File: src/rtl/block_collision_pkg.sv
// Shared geometry for the block grid, used by collision and by the board renderer.
// Also carries the per-frame hit record passed from the scan to the report stage.
package block_collision_pkg;

    localparam int unsigned GEO_W      = 12;
    localparam int unsigned IDX_W      = 4;
    localparam int unsigned NUM_BLOCKS = 16;
    localparam int unsigned GRID_COLS  = 4;
    localparam int unsigned HOR0       = 100;
    localparam int unsigned HOR_STEP   = 160;
    localparam int unsigned VER0       = 60;
    localparam int unsigned VER_STEP   = 70;
    localparam int unsigned B_WIDTH    = 100;
    localparam int unsigned B_HEIGHT   = 50;
    localparam int unsigned BALL_SIZE  = 10;

    typedef struct packed {
        logic             hit;
        logic [IDX_W-1:0] idx;
        logic             flip_y;
    } hit_rec_t;

    // Left edge of the block at grid index idx
    function automatic logic [GEO_W-1:0] blk_x0(input logic [IDX_W-1:0] idx);
        return GEO_W'(HOR0 + (32'(idx) % GRID_COLS) * HOR_STEP);
    endfunction

    // Top edge of the block at grid index idx
    function automatic logic [GEO_W-1:0] blk_y0(input logic [IDX_W-1:0] idx);
        return GEO_W'(VER0 + (32'(idx) / GRID_COLS) * VER_STEP);
    endfunction

endpackage

File: src/rtl/block_collision_rect_overlap.sv
// Inclusive rectangle intersection (a against b), plus whether a's centre x lies
// within b's horizontal span. Purely combinational.
module rect_overlap
    import block_collision_pkg::*;
(
    input  logic [GEO_W-1:0] a_x0,
    input  logic [GEO_W-1:0] a_y0,
    input  logic [GEO_W-1:0] a_x1,
    input  logic [GEO_W-1:0] a_y1,
    input  logic [GEO_W-1:0] a_cx,
    input  logic [GEO_W-1:0] b_x0,
    input  logic [GEO_W-1:0] b_y0,
    input  logic [GEO_W-1:0] b_x1,
    input  logic [GEO_W-1:0] b_y1,
    output logic             overlap_c,
    output logic             cx_inside_c
);

    assign overlap_c   = (a_x0 <= b_x1) && (a_x1 >= b_x0) &&
                         (a_y0 <= b_y1) && (a_y1 >= b_y0);
    assign cx_inside_c = (a_cx >= b_x0) && (a_cx <= b_x1);

endmodule

File: src/rtl/block_collision.sv
// Per-frame ball/block collision scan owning the destroyed-block map.
// Optional hit counter on score is built when BLOCK_SCORE_EN is defined.
module block_collision
    import block_collision_pkg::*;
(
    input  logic                  pclk,
    input  logic                  reset,
    input  logic                  vblnk_in,
    input  logic                  ball_en,
    input  logic [10:0]           ball_x,
    input  logic [10:0]           ball_y,
    output logic [NUM_BLOCKS-1:0] blocks_out,
    output logic                  hit,
    output logic [IDX_W-1:0]      hit_idx,
    output logic                  flip_x,
    output logic                  flip_y,
    output logic                  all_clear,
    output logic [15:0]           score
);

    localparam logic [1:0] ST_IDLE   = 2'd0;
    localparam logic [1:0] ST_SCAN   = 2'd1;
    localparam logic [1:0] ST_REPORT = 2'd2;
    localparam logic [IDX_W-1:0] LAST_IDX = IDX_W'(NUM_BLOCKS - 1);

    logic [1:0]       state;
    logic [1:0]       state_nxt;
    logic             vblnk_d;
    logic             tick_c;
    logic             start_c;
    logic             scan_c;
    logic             report_c;
    logic [IDX_W-1:0] idx;
    logic [GEO_W-1:0] bx_q;
    logic [GEO_W-1:0] by_q;
    logic [GEO_W-1:0] blk_x_c;
    logic [GEO_W-1:0] blk_y_c;
    logic             overlap_c;
    logic             cx_inside_c;
    hit_rec_t         found;
    hit_rec_t         rep;

    assign tick_c  = vblnk_in & ~vblnk_d;
    assign blk_x_c = blk_x0(idx);
    assign blk_y_c = blk_y0(idx);

    rect_overlap u_rect_overlap (
        .a_x0        (bx_q),
        .a_y0        (by_q),
        .a_x1        (bx_q + GEO_W'(BALL_SIZE)),
        .a_y1        (by_q + GEO_W'(BALL_SIZE)),
        .a_cx        (bx_q + GEO_W'(BALL_SIZE / 2)),
        .b_x0        (blk_x_c),
        .b_y0        (blk_y_c),
        .b_x1        (blk_x_c + GEO_W'(B_WIDTH)),
        .b_y1        (blk_y_c + GEO_W'(B_HEIGHT)),
        .overlap_c   (overlap_c),
        .cx_inside_c (cx_inside_c)
    );

    // State register
    always_ff @(posedge pclk) begin
        if (reset) state <= ST_IDLE;
        else       state <= state_nxt;
    end

    // Next-state logic
    always_comb begin
        state_nxt = state;
        case (state)
            ST_IDLE:   if (tick_c && ball_en) state_nxt = ST_SCAN;
            ST_SCAN:   if (idx == LAST_IDX)   state_nxt = ST_REPORT;
            ST_REPORT: state_nxt = ST_IDLE;
            default:   state_nxt = ST_IDLE;
        endcase
    end

    // FSM control strobes
    always_comb begin
        start_c  = 1'b0;
        scan_c   = 1'b0;
        report_c = 1'b0;
        case (state)
            ST_IDLE:   start_c  = tick_c & ball_en;
            ST_SCAN:   scan_c   = 1'b1;
            ST_REPORT: report_c = 1'b1;
            default:   ;
        endcase
    end

    // Scan datapath: the report stage registers the record once more before the pulses
    always_ff @(posedge pclk) begin
        if (reset) begin
            vblnk_d    <= 1'b0;
            idx        <= '0;
            bx_q       <= '0;
            by_q       <= '0;
            found      <= '0;
            rep        <= '0;
            blocks_out <= '0;
            hit        <= 1'b0;
            hit_idx    <= '0;
            flip_x     <= 1'b0;
            flip_y     <= 1'b0;
            all_clear  <= 1'b0;
        end else begin
            vblnk_d <= vblnk_in;
            if (start_c) begin
                bx_q  <= GEO_W'(ball_x);
                by_q  <= GEO_W'(ball_y);
                idx   <= '0;
                found <= '0;
            end
            if (scan_c) begin
                idx <= idx + IDX_W'(1);
                if (!found.hit && overlap_c && !blocks_out[idx]) begin
                    found.hit    <= 1'b1;
                    found.idx    <= idx;
                    found.flip_y <= cx_inside_c;
                end
            end
            rep     <= report_c ? found : '0;
            hit     <= rep.hit;
            flip_y  <= rep.hit & rep.flip_y;
            flip_x  <= rep.hit & ~rep.flip_y;
            if (rep.hit) begin
                hit_idx             <= rep.idx;
                blocks_out[rep.idx] <= 1'b1;
            end
            all_clear <= &blocks_out;
        end
    end

`ifdef BLOCK_SCORE_EN
    // Saturating destroyed-block counter, steps together with the hit pulse
    always_ff @(posedge pclk) begin
        if (reset)                        score <= '0;
        else if (rep.hit && score != '1)  score <= score + 16'd1;
    end
`else
    assign score = '0;
`endif

endmodule

File: config.mk
export PLATFORM = sky130hd
export DESIGN_NAME = block_collision
export DESIGN_NICKNAME = d
export VERILOG_FILES = /design/src/rtl/block_collision_pkg.sv /design/src/rtl/block_collision_rect_overlap.sv /design/src/rtl/block_collision.sv
export SDC_FILE = /design/constraint.sdc
export NUM_CORES = 1
export LEC_CHECK = 0
export CELL_PAD_IN_SITES_DETAIL_PLACEMENT = 2
export CELL_PAD_IN_SITES_GLOBAL_PLACEMENT = 2
export CORE_MARGIN = 3
export CORE_UTILIZATION = 35
export DETAILED_ROUTE_END_ITERATION = 8
export GPL_ROUTABILITY_DRIVEN = 1
export GPL_TIMING_DRIVEN = 0
export MAX_ROUTING_LAYER = met4
export PLACE_DENSITY = 0.89
export SETUP_SLACK_MARGIN = 0.3
export SLEW_MARGIN = 20
export SYNTH_ARGS = -nofsm -noshare
export SYNTH_HDL_FRONTEND = slang
export SYNTH_SLANG_ARGS = --single-unit
File: constraint.sdc
create_clock -name pclk -period 6.05 [get_ports pclk]
set_input_delay 1.21 -clock pclk [delete_from_list [all_inputs] [get_ports pclk]]
set_output_delay 1.21 -clock pclk [all_outputs]
set_load 0.1 [all_outputs]
==> run_results.csv <==
group,metric,value,unit
placement,dp.final_hpwl,10.84,mm
critical_path,cp_max_fo,8,
synthesis,synth-edff-count,0,
cts,cts_tree,"yes",
power_and_ir_drop,p_leak,2.094,nW
synthesis,async_reset_ff_share,0,%
final_layout,mostFrequentLayoutCells,"nand2_1, dfxtp_1, a21oi_1, ha_1, clkdlybuf4s50_1",
timing,max_freq,253.3,MHz
timing,max_slew_margin,33.38,%
synthesis,synth_cells,484,
cts,clk_pin_slew,0.07,ns
grt,grt_antenna_before_repair,0,
timing,post-route-period-util,65.24,%
grt,grt_pass1_vias,4580,
placement,place.gp.congestion,0.8359,
critical_path,reg2reg_slack,2.10,ns
route,routed_wl,16.81,mm
critical_path,crit_path_start_kind,"flip-flop",
die,die_area,13080,um2
placement,dp.cells,688,
run_status,run_status,"completed",
die,die_y,114.4,um
cts,clock_sinks,65,
power_and_ir_drop,cellPowerDensity,231.5,nW/um2
synthesis,syn_area,4111,um2
power_and_ir_drop,vdd_ir_drop_max,0.0001844,V
synthesis,yosys.area_share.adder,16.13,%
timing,slew_viol_final,0,
cts,hold_buffers,0,
final_layout,area_growth,25.17,%
critical_path,critPathKind,"flip-flop to flip-flop",
hold_path,worstHoldPathType,"flip-flop to flip-flop",
cts,htree_levels,3,
synthesis,yosys.area.top_type,"dfxtp_1",
synthesis,yosysUniqueCellTypes,52,
cts,cts_root_buf,"clkbuf_16",
synthesis,yosysWarnings,0,
route,drcViolationCount,0,
cts,clockBufferDepth,2,
synthesis,synth_top_family_by_area,"simple AND/OR/NAND/NOR gates",
synthesis,synth_compound_area_share,14.97,%
final_layout,utilization,46.06,%
final_layout,final_nets,638,
route,drtAntennaViolNets,0,
final_layout,n_antenna_cell,0,
timing,fin_worst_skew,0.01158,ns
route,detail_route.wl_per_cell,23.88,um
final_layout,layout-drive-gt1-share,7.979,%
die,fp.dieW,114.4,um
final_layout,multi_input_area,2603,um2
route,drt_first_pass_iters,4,
die,row_count,38,
synthesis,synthSimpleGateAreaFrac,21.45,%
grt,grt_pass1_wl,26.94,mm
placement,port_buffers,49,
cts,insertion_delay,0.35,ns
final_layout,nFillCells,1226,
placement,place_ws,2.430,ns
critical_path,cp.required,6.30,ns
grt,gr-total-overflow,0,
final_layout,layout_commonest_cell,"nand2_1",
route,vias_per_cell,5.722,
die,core_area,11170,um2
synthesis,synthFlopType,"dfxtp_1",
route,num_vias,4028,
timing,rsz0062_at_grt,"false",
timing,setup_viol,0,
critical_path,arrival,4.20,ns
die,io_pins,66,
synthesis,muxShareOfSynthArea,4.230,%
synthesis,synth-seq-area-share,31.65,%
synthesis,synth-xor-area-share,4.900,%
grt,track_usage,27.74,%
cts,cts_setup_buffers,0,
grt,grt_max_degree,13,
timing,finalHoldViolCount,0,
route,drt_iter0_drc,178,
synthesis,yosys-top-cells-area,"dfxtp_1, ha_1, nand2_1",
job,cap_violations,0,
die,start_util,36.80,%
synthesis,synth_top_area_share,31.65,%
final_layout,final_cells,704,
critical_path,worstSetupEndpointType,"flip-flop",
timing,fin_tns_setup,0,ns
timing,tightest_slew,0.9961,ns
synthesis,synth_seq_cells,65,
timing,worst_slack,2.103,ns
cts,post_cts_resized,0,
final_layout,final-seq-area,1301,um2
cts,cts_buffers,9,
synthesis,synth_area_per_cell,8.495,um2
timing,layout_min_cycle_time,3.947,ns
layer usage:
layer	GRT usage, %	wire [um]	vias to the layer above
met5	-	0	-
met4	12.27	633	0
met3	5.180	770	54
met2	47.89	8678	138
met1	31.10	6729	2014
li1	-	-	1822
critical path: stages (launching register included):
cell and delay [ns]:
dfxtp_1 0.52, buf_6 0.21, inv_1 0.20, ha_1 0.48, inv_1 0.27, nand4_1 0.19, ha_1 0.35, a21oi_1 0.26
nor2b_1 0.22, a221oi_1 0.12, a311o_1 0.39, or2_1 0.27, buf_6 0.14, o31ai_2 0.21
sequential cells by signal (all words and copies together), names as in the netlist:
name / count
all_clear: 1
blocks_out: 16
bx_q: 11
by_q: 11
flip_x: 1
flip_y: 1
found: 6
hit: 1
hit_idx: 4
idx: 4
rep: 6
state: 2
vblnk_d: 1
Yosys cell counts, types with 3 or more instances:
| master | n |
|---|---|
| nand2_1 | 71 |
| dfxtp_1 | 65 |
| a21oi_1 | 53 |
| ha_1 | 53 |
| nor2_1 | 36 |
| clkbuf_1 | 17 |
| buf_4 | 16 |
| inv_1 | 15 |
| xnor2_1 | 15 |
| nor2b_1 | 12 |
| a31oi_1 | 11 |
| nand3_1 | 10 |
| nand4_1 | 9 |
| o21ai_0 | 8 |
| xor2_1 | 8 |
| and2_1 | 7 |
| o211ai_1 | 7 |
| and3_1 | 5 |
| mux2i_1 | 5 |
| a21o_1 | 4 |
| and4_1 | 4 |
| nand2b_1 | 4 |
| nor3_1 | 4 |
| nor4_1 | 4 |
| o31ai_2 | 4 |
| mux4_1 | 3 |
where the power goes:
group / internal, mW / total, mW / leakage [nW] / switching (mW)
clock: 0.331 / 0.553 / 0.145 / 0.222
combinational: 0.0623 / 0.189 / 1.42 / 0.126
sequential: 0.436 / 0.450 / 0.526 / 0.0137
per-stage QoR:
step / total power [mW] / cell area (um2) / hold WS (ns)
final: 1.191 / 5146 / 0.4466
after global routing: 1.231 / 5146 / 0.4845
after CTS: 1.194 / 5140 / 0.4485
after detailed placement: 0.6346 / 4833 / 0.4092
after global placement: 0.6236 / 4833 / 0.3982
after floorplan: 0.5798 / 4168 / 0.3833
cell families (layout without fill, tap and decap cells):
family | Yosys count | after routing
simple gates | 179 | 179
compound gates | 101 | 101
flops | 65 | 65
fa+ha+maj | 53 | 53
buf+inv | 52 | 117
xor+xnor | 23 | 23
mux | 10 | 10
other cells | 1 | 16
area by class of cell:
type                    instances  area share (%)
multi-input cells             382           50.57
flip-flops and latches         65           25.29
repair buffers                 49           9.531
clock buffers                  10           4.644
plain buffers                  36           4.085
well taps                     140           3.404
clock inverters                 6           1.313
inverters                      16           1.167
path summary, 6_finish.rpt:
check               from        to  cells after the start
setup / recovery  idx[0]  found[3]                     13
setup reg to reg  idx[0]  found[3]                     13
hold / removal    rep[0]    flip_x                      1
hold reg to reg   rep[0]    flip_x                      1
Power figures use the tool's default switching activity.
